<file path="config.mk">
export PLATFORM = sky130hd
export DESIGN_NAME = page_stream_fifo_flat
export DESIGN_NICKNAME = d
export VERILOG_FILES = /design/src/rtl/page_stream_fifo_if.sv /design/src/rtl/page_stream_fifo.sv /design/src/flat_wrapper.sv
export SDC_FILE = /design/constraint.sdc
export NUM_CORES = 1
export LEC_CHECK = 0
export ABC_AREA = 0
export ABC_CLOCK_PERIOD_IN_PS = 4600
export CELL_PAD_IN_SITES_DETAIL_PLACEMENT = 1
export CELL_PAD_IN_SITES_GLOBAL_PLACEMENT = 2
export CORE_MARGIN = 10
export CORE_UTILIZATION = 43
export DETAILED_ROUTE_END_ITERATION = 6
export GPL_TIMING_DRIVEN = 0
export PLACE_DENSITY = 0.72
export SLEW_MARGIN = 0
export SYNTH_ARGS = -nofsm -noshare
export SYNTH_HDL_FRONTEND = slang
export SYNTH_SLANG_ARGS = --single-unit
</file>
<file path="constraint.sdc">
create_clock -name clk -period 4.6 [get_ports clk]
set_input_delay 0.69 -clock clk [delete_from_list [all_inputs] [get_ports clk]]
set_output_delay 0.69 -clock clk [all_outputs]
set_load 0.02 [all_outputs]
</file>
<file path="src/rtl/page_stream_fifo_if.sv">
// Handshake bundle for the page stream FIFO. It carries the ap_vld/ap_ack
// producer side, the consumer side and the debug occupancy outputs.
interface page_stream_fifo_if #(
    parameter int DATA_WIDTH = 32,
    parameter int ADDR_BITS  = 4
);
    logic [DATA_WIDTH-1:0] din;
    logic                  din_vld;
    logic                  din_ack;
    logic [DATA_WIDTH-1:0] dout;
    logic                  dout_vld;
    logic                  dout_ack;
    logic [ADDR_BITS:0]    count;
    logic [ADDR_BITS:0]    max_count;

    // The FIFO itself sits on the slave side.
    modport slave (
        input  din, din_vld, dout_ack,
        output din_ack, dout, dout_vld, count, max_count
    );

    modport master (
        output din, din_vld, dout_ack,
        input  din_ack, dout, dout_vld, count, max_count
    );
endinterface

</file>
<file path="src/rtl/page_stream_fifo.sv">
// Elastic first-word-fall-through buffer between a page leaf interface and a
// user kernel stream, with occupancy and peak-occupancy debug outputs.
module page_stream_fifo #(
    parameter int DATA_WIDTH = 32,
    parameter int DEPTH      = 16,
    parameter int ADDR_BITS  = 4
) (
    input  logic clk,
    input  logic reset,
    page_stream_fifo_if.slave stream
);
    localparam logic [ADDR_BITS:0] FULL_COUNT = (ADDR_BITS + 1)'(DEPTH);

    logic [DATA_WIDTH-1:0] mem [DEPTH];
    logic [ADDR_BITS-1:0]  wr_ptr;
    logic [ADDR_BITS-1:0]  rd_ptr;
    logic [ADDR_BITS:0]    count_q;
    logic [ADDR_BITS:0]    count_d;
    logic [ADDR_BITS:0]    max_q;
    logic [ADDR_BITS:0]    max_d;
    logic                  write;
    logic                  read;

    // Both handshake outputs come only from registered occupancy, so neither
    // side sees a combinational path from the other side's strobe.
    assign stream.din_ack   = (count_q != FULL_COUNT);
    assign stream.dout_vld  = (count_q != '0);
    assign stream.dout      = mem[rd_ptr];
    assign stream.count     = count_q;
    assign stream.max_count = max_q;

    assign write = stream.din_vld  & stream.din_ack;
    assign read  = stream.dout_vld & stream.dout_ack;

    // NOTE: every always_comb output gets a default first so no path leaves it unassigned (no latch).
    always_comb begin
        count_d = count_q;
        if (write && !read) begin
            count_d = count_q + 1'b1;
        end else if (read && !write) begin
            count_d = count_q - 1'b1;
        end
        max_d = (count_d > max_q) ? count_d : max_q;
    end

    // NOTE: sequential state uses non-blocking assignments so every register samples pre-edge values.
    always_ff @(posedge clk) begin
        if (reset) begin
            wr_ptr  <= '0;
            rd_ptr  <= '0;
            count_q <= '0;
            max_q   <= '0;
        end else begin
            if (write) begin
                wr_ptr <= wr_ptr + 1'b1;
            end
            if (read) begin
                rd_ptr <= rd_ptr + 1'b1;
            end
            count_q <= count_d;
            max_q   <= max_d;
        end
    end

    // NOTE: storage is not reset; contents are only observable behind a valid count, and a reset array costs a mux per bit.
    always_ff @(posedge clk) begin
        if (write && !reset) begin
            mem[wr_ptr] <= stream.din;
        end
    end
endmodule

</file>
<file path="src/flat_wrapper.sv">
// flat-port wrapper written by rule: the top's interface ports become plain ports
module page_stream_fifo_flat 
#(
    parameter int DATA_WIDTH = 32,
    parameter int DEPTH      = 16,
    parameter int ADDR_BITS  = 4
)
  (clk, reset, stream_din, stream_din_vld, stream_dout_ack, stream_din_ack, stream_dout, stream_dout_vld, stream_count, stream_max_count);
  page_stream_fifo_if #(.DATA_WIDTH(DATA_WIDTH), .ADDR_BITS(ADDR_BITS)) stream_i ();
  input  logic clk;
  input  logic reset;
  input wire logic [$bits(stream_i.din)-1:0] stream_din;
  input wire logic [$bits(stream_i.din_vld)-1:0] stream_din_vld;
  input wire logic [$bits(stream_i.dout_ack)-1:0] stream_dout_ack;
  output wire logic [$bits(stream_i.din_ack)-1:0] stream_din_ack;
  output wire logic [$bits(stream_i.dout)-1:0] stream_dout;
  output wire logic [$bits(stream_i.dout_vld)-1:0] stream_dout_vld;
  output wire logic [$bits(stream_i.count)-1:0] stream_count;
  output wire logic [$bits(stream_i.max_count)-1:0] stream_max_count;
  assign stream_i.din = stream_din;
  assign stream_i.din_vld = stream_din_vld;
  assign stream_i.dout_ack = stream_dout_ack;
  assign stream_din_ack = stream_i.din_ack;
  assign stream_dout = stream_i.dout;
  assign stream_dout_vld = stream_i.dout_vld;
  assign stream_count = stream_i.count;
  assign stream_max_count = stream_i.max_count;
  page_stream_fifo #(.DATA_WIDTH(DATA_WIDTH), .DEPTH(DEPTH), .ADDR_BITS(ADDR_BITS)) u_core (.clk(clk), .reset(reset), .stream(stream_i));
endmodule
</file>
==> flow_metrics.py <==
metrics = {
    "power_and_ir_drop": {
        "cell_internal_pwr_mw": 9.28,
        "switching_power_mw": 3.26,
        "power_density_nw_per_um2": 519,
        "peakVddDrop_mv": 0.310,
        "static-leakage-power_nw": 7.38,
        "netSwitchingFraction_pct": 26.0,
        "clk_network_pwr_share_pct": 33.7,
        "power.sequential.fraction_pct": 43.6,
        "combinational_cell_fraction_of_total_power_pct": 22.7,
    },
    "global_route": {
        "grt_pass1_vias": 10200,
        "antenna_found_initial": 3,
        "grt_pass1_wl_mm": 69.6,
        "grt_overflow_total": 0,
        "grt_start_max_net_pins": 22,
        "track_usage_pct": 16.8,
    },
    "sta": {
        "worstMarginPinSlew_ns": 1.16,
        "achievable-frequency_mhz": 224,
        "fin_crit_sh_pct": 97.2,
        "report.final.hold_viol_count": 0,
        "slew-limit-headroom_pct": 22.8,
        "rsz_0062_raised_after_global_routing": "no",
        "report.final.slew_viol_count": 0,
        "setup_tns_ns": 0,
        "finalCriticalPeriod_ns": 4.47,
        "fin_hold_ws_ns": 0.493,
        "setup_viol": 0,
        "fin_worst_skew_ns": 0.0153,
    },
    "setup_path": {
        "max_stage_delay_ns": 0.74,
        "crit_slowest_cell": "sky130_fd_sc_hd__clkbuf_1",
        "critical_path_buffers_and_inverters": 3,
        "worst-endpoint-required_ns": 3.91,
        "timing_worst_setup_path_type": "reg -> out",
        "worstPathMaxFanout": 10,
        "critical_path.endpoint_type": "primary output",
        "arrival_ns": 3.78,
        "startpoint_type": "flop",
        "crit_chain": "clkbuf_1, clkbuf_1, mux4_2, mux4_2, clkdlybuf4s50_1",
        "category_of_cells_accounting_for_the_largest_share_of_critical_path_delay": "buffers and inverters",
    },
    "synthesis": {
        "proportion_of_synthesized_flip_flops_having_asynchronous_set_or_reset_pct": 0,
        "postSynthRegisterBits": 534,
        "synth.lib_cells_used.distinct": 41,
        "synth.top_cells.by_area": "sky130_fd_sc_hd__edfxtp_1 75%, sky130_fd_sc_hd__mux4_2 18%, sky130_fd_sc_hd__dfxtp_1 2.2%",
        "number_of_enable_flip_flop_cells_after_synthesis": 512,
        "yosysWarningCount": 0,
        "postSynthNetCount": 903,
        "synthesis.area_um2": 20400,
        "synth-seq-area-share_pct": 77.5,
        "synth_flop_type": "sky130_fd_sc_hd__edfxtp_1",
        "syn-instance-count": 855,
        "cell_accounting_for_the_most_synthesized_area": "sky130_fd_sc_hd__edfxtp_1",
        "synthDominantCellAreaShare_pct": 75.3,
        "synthesis.area_per_instance_um2": 23.9,
    },
    "placed_design": {
        "globalplace.congestion": 0.692,
        "place.detailed.hpwl_mm": 28.6,
        "io_buffer_count": 79,
    },
    "floorplanning": {
        "dieArea_um2": 56600,
        "ios": 80,
        "floorplan.core_area_um2": 46800,
        "die_h_um": 238,
        "floorplan.initialDensity_pct": 43.6,
        "fp.dieW_um": 238,
        "count_of_standard_cell_rows": 79,
    },
    "finish": {
        "drive_above_1_share_pct": 28.0,
        "multiInputGateArea_um2": 4490,
        "finalNetCount": 1055,
        "nFillCells": 4050,
        "syn2layout_area_growth_pct": 18.4,
        "seq_area_um2": 15800,
    },
    "min_path": {
        "hold_class": "reg -> reg",
    },
    "drt": {
        "drtAntennaViolNets": 0,
        "routed_vias_inst": 5.68,
        "drt_iter0_markers": 902,
        "wl_per_cell_um": 28.2,
        "remaining_drc_errors": 0,
        "iteration_count_of_the_initial_detailed_routing_pass": 5,
        "via_count": 9425,
        "totalWireLength_mm": 46.7,
    },
    "clock_tree": {
        "cts.sink_count": 534,
        "maximum_clock_insertion_buffer_count": 3,
        "cts_tree": "built",
        "cts_root_cell": "sky130_fd_sc_hd__clkbuf_16",
        "h-tree-depth": 2,
        "clk_transition_reported_paths_ns": 0.06,
        "cts_buffers": 54,
        "insertion_delay_ns": 0.59,
        "cts.hold.buffers_added": 0,
    },
    "run": {
        "max_cap_viol_count": 0,
    },
    "run_status": {
        "run_status": "complete, no violations",
    },
}
## worst register-to-register path, delay by kind of cell (launching register included)
family	cells	cell delay, ns
AO/OA/AOI/OAI	2	0.73
buffers and inverters	1	0.10
flip-flops	1	0.36
adder cells (fa/ha/maj)	2	0.55
AND/OR/NAND/NOR	6	1.35
multiplexers	1	0.26
## cell usage after synthesis, types with 3 or more instances
library cell	n
sky130_fd_sc_hd__a21oi_1	6
sky130_fd_sc_hd__or3_1	3
sky130_fd_sc_hd__clkbuf_1	20
sky130_fd_sc_hd__nand2b_1	4
sky130_fd_sc_hd__nand4_1	4
sky130_fd_sc_hd__ha_1	12
sky130_fd_sc_hd__dfxtp_1	22
sky130_fd_sc_hd__nor2b_1	4
sky130_fd_sc_hd__mux4_2	160
sky130_fd_sc_hd__nand2_1	11
sky130_fd_sc_hd__nor2_1	29
sky130_fd_sc_hd__edfxtp_1	512
sky130_fd_sc_hd__xor2_1	5
sky130_fd_sc_hd__o21ai_0	5
sky130_fd_sc_hd__buf_4	3
sky130_fd_sc_hd__buf_2	11
sky130_fd_sc_hd__inv_1	13
## repair_timing
| item | in CTS | in global routing |
|---|---|---|
| endpoints found under the setup margin | 1 | 7 |
| buffers inserted | 0 | 0 |
| gates resized for setup | 1 | 3 |
| endpoints found under the hold margin | 0 | 0 |
## power groups by stage
stage | clock network, mW | logic [mW] | registers [mW]
after floorplan | 0 | 1.91 | 5.58
after global placement | 0 | 2.85 | 5.57
after detailed placement | 0 | 2.90 | 5.57
after CTS | 4.32 | 2.92 | 5.47
after global routing | 4.51 | 3.08 | 5.47
final | 4.23 | 2.84 | 5.47
## routing by layer
metal  share of wire [%]  track usage, %  vias up
li1                    -               -     3949
met1                  43            22.9     5128
met2                  49            27.3      278
met3                 5.8            2.88       66
met4                 1.9            4.82        4
met5               0.053               0        -
## area by class of cell
| cell class | instances | area share [%] |
|---|---|---|
| Multi-Input combinational cell | 270 | 18.6 |
| Clock inverter | 27 | 0.756 |
| Inverter | 13 | 0.202 |
| Timing Repair Buffer | 96 | 4.81 |
| Clock buffer | 73 | 6.32 |
| Sequential cell | 534 | 65.5 |
| Tap cell | 607 | 3.14 |
| Buffer | 38 | 0.741 |
| Antenna cell | 1 | 0.0104 |
## layout by cell type, fill, tap and decap left out, types with 12 or more instances in the layout
cell and count:
sky130_fd_sc_hd__inv_1 13, sky130_fd_sc_hd__dfxtp_1 22, sky130_fd_sc_hd__clkbuf_16 58, sky130_fd_sc_hd__buf_12 13
sky130_fd_sc_hd__mux4_2 160, sky130_fd_sc_hd__clkdlybuf4s50_1 79, sky130_fd_sc_hd__nor2_1 13, sky130_fd_sc_hd__ha_1 12
sky130_fd_sc_hd__clkbuf_1 31, sky130_fd_sc_hd__edfxtp_1 512, sky130_fd_sc_hd__nor2_4 16
## through the flow
stage	power, mW	area, um^2	setup WS, ns	std cells	util [%]
2_1_floorplan	7.50	20400	1.37	855	-
3_3_place_gp	8.42	22000	-0.873	1541	47.0
3_5_place_dp	8.47	22400	0.518	1558	48.0
4_1_cts	12.7	24200	0.0262	1658	51.7
5_1_grt	13.1	24200	0.0238	1658	51.7
6_report	12.5	24200	0.127	1659	51.7
## registers in the layout, indices dropped and copies added (netlist names), named ones only
name	cells
u_core.mem	512
u_core.rd_ptr	4
u_core.stream.count	5
u_core.stream.max_count	5
u_core.wr_ptr	4
## path summary, 6_finish.rpt
path	start	to	slack, ns	depth (start not counted)
setup reg to reg	u_core.stream.count[1]	u_core.stream.max_count[4]	1.11	12
setup / recovery	flop	stream_dout[3]	0.13	5
hold reg to reg	u_core.stream.max_count[3]	u_core.stream.max_count[3]	0.49	2
hold / removal	u_core.stream.max_count[3]	u_core.stream.max_count[3]	0.49	2
## logic make-up (layout without fill, tap and decap cells)
| family | Yosys count | in the layout | share of synthesized area [%] |
|---|---|---|---|
| buf+inv | 51 | 247 | 1.10 |
| flops | 534 | 534 | 77.5 |
| mux | 162 | 162 | 17.8 |
| xor+xnor | 8 | 8 | 0.411 |
| other cells | 0 | 1 | 0 |
| simple gates | 68 | 68 | 1.82 |
| compound gates | 19 | 19 | 0.613 |
| fa+ha+maj | 13 | 13 | 0.791 |
(Power assumes the default switching activity.)
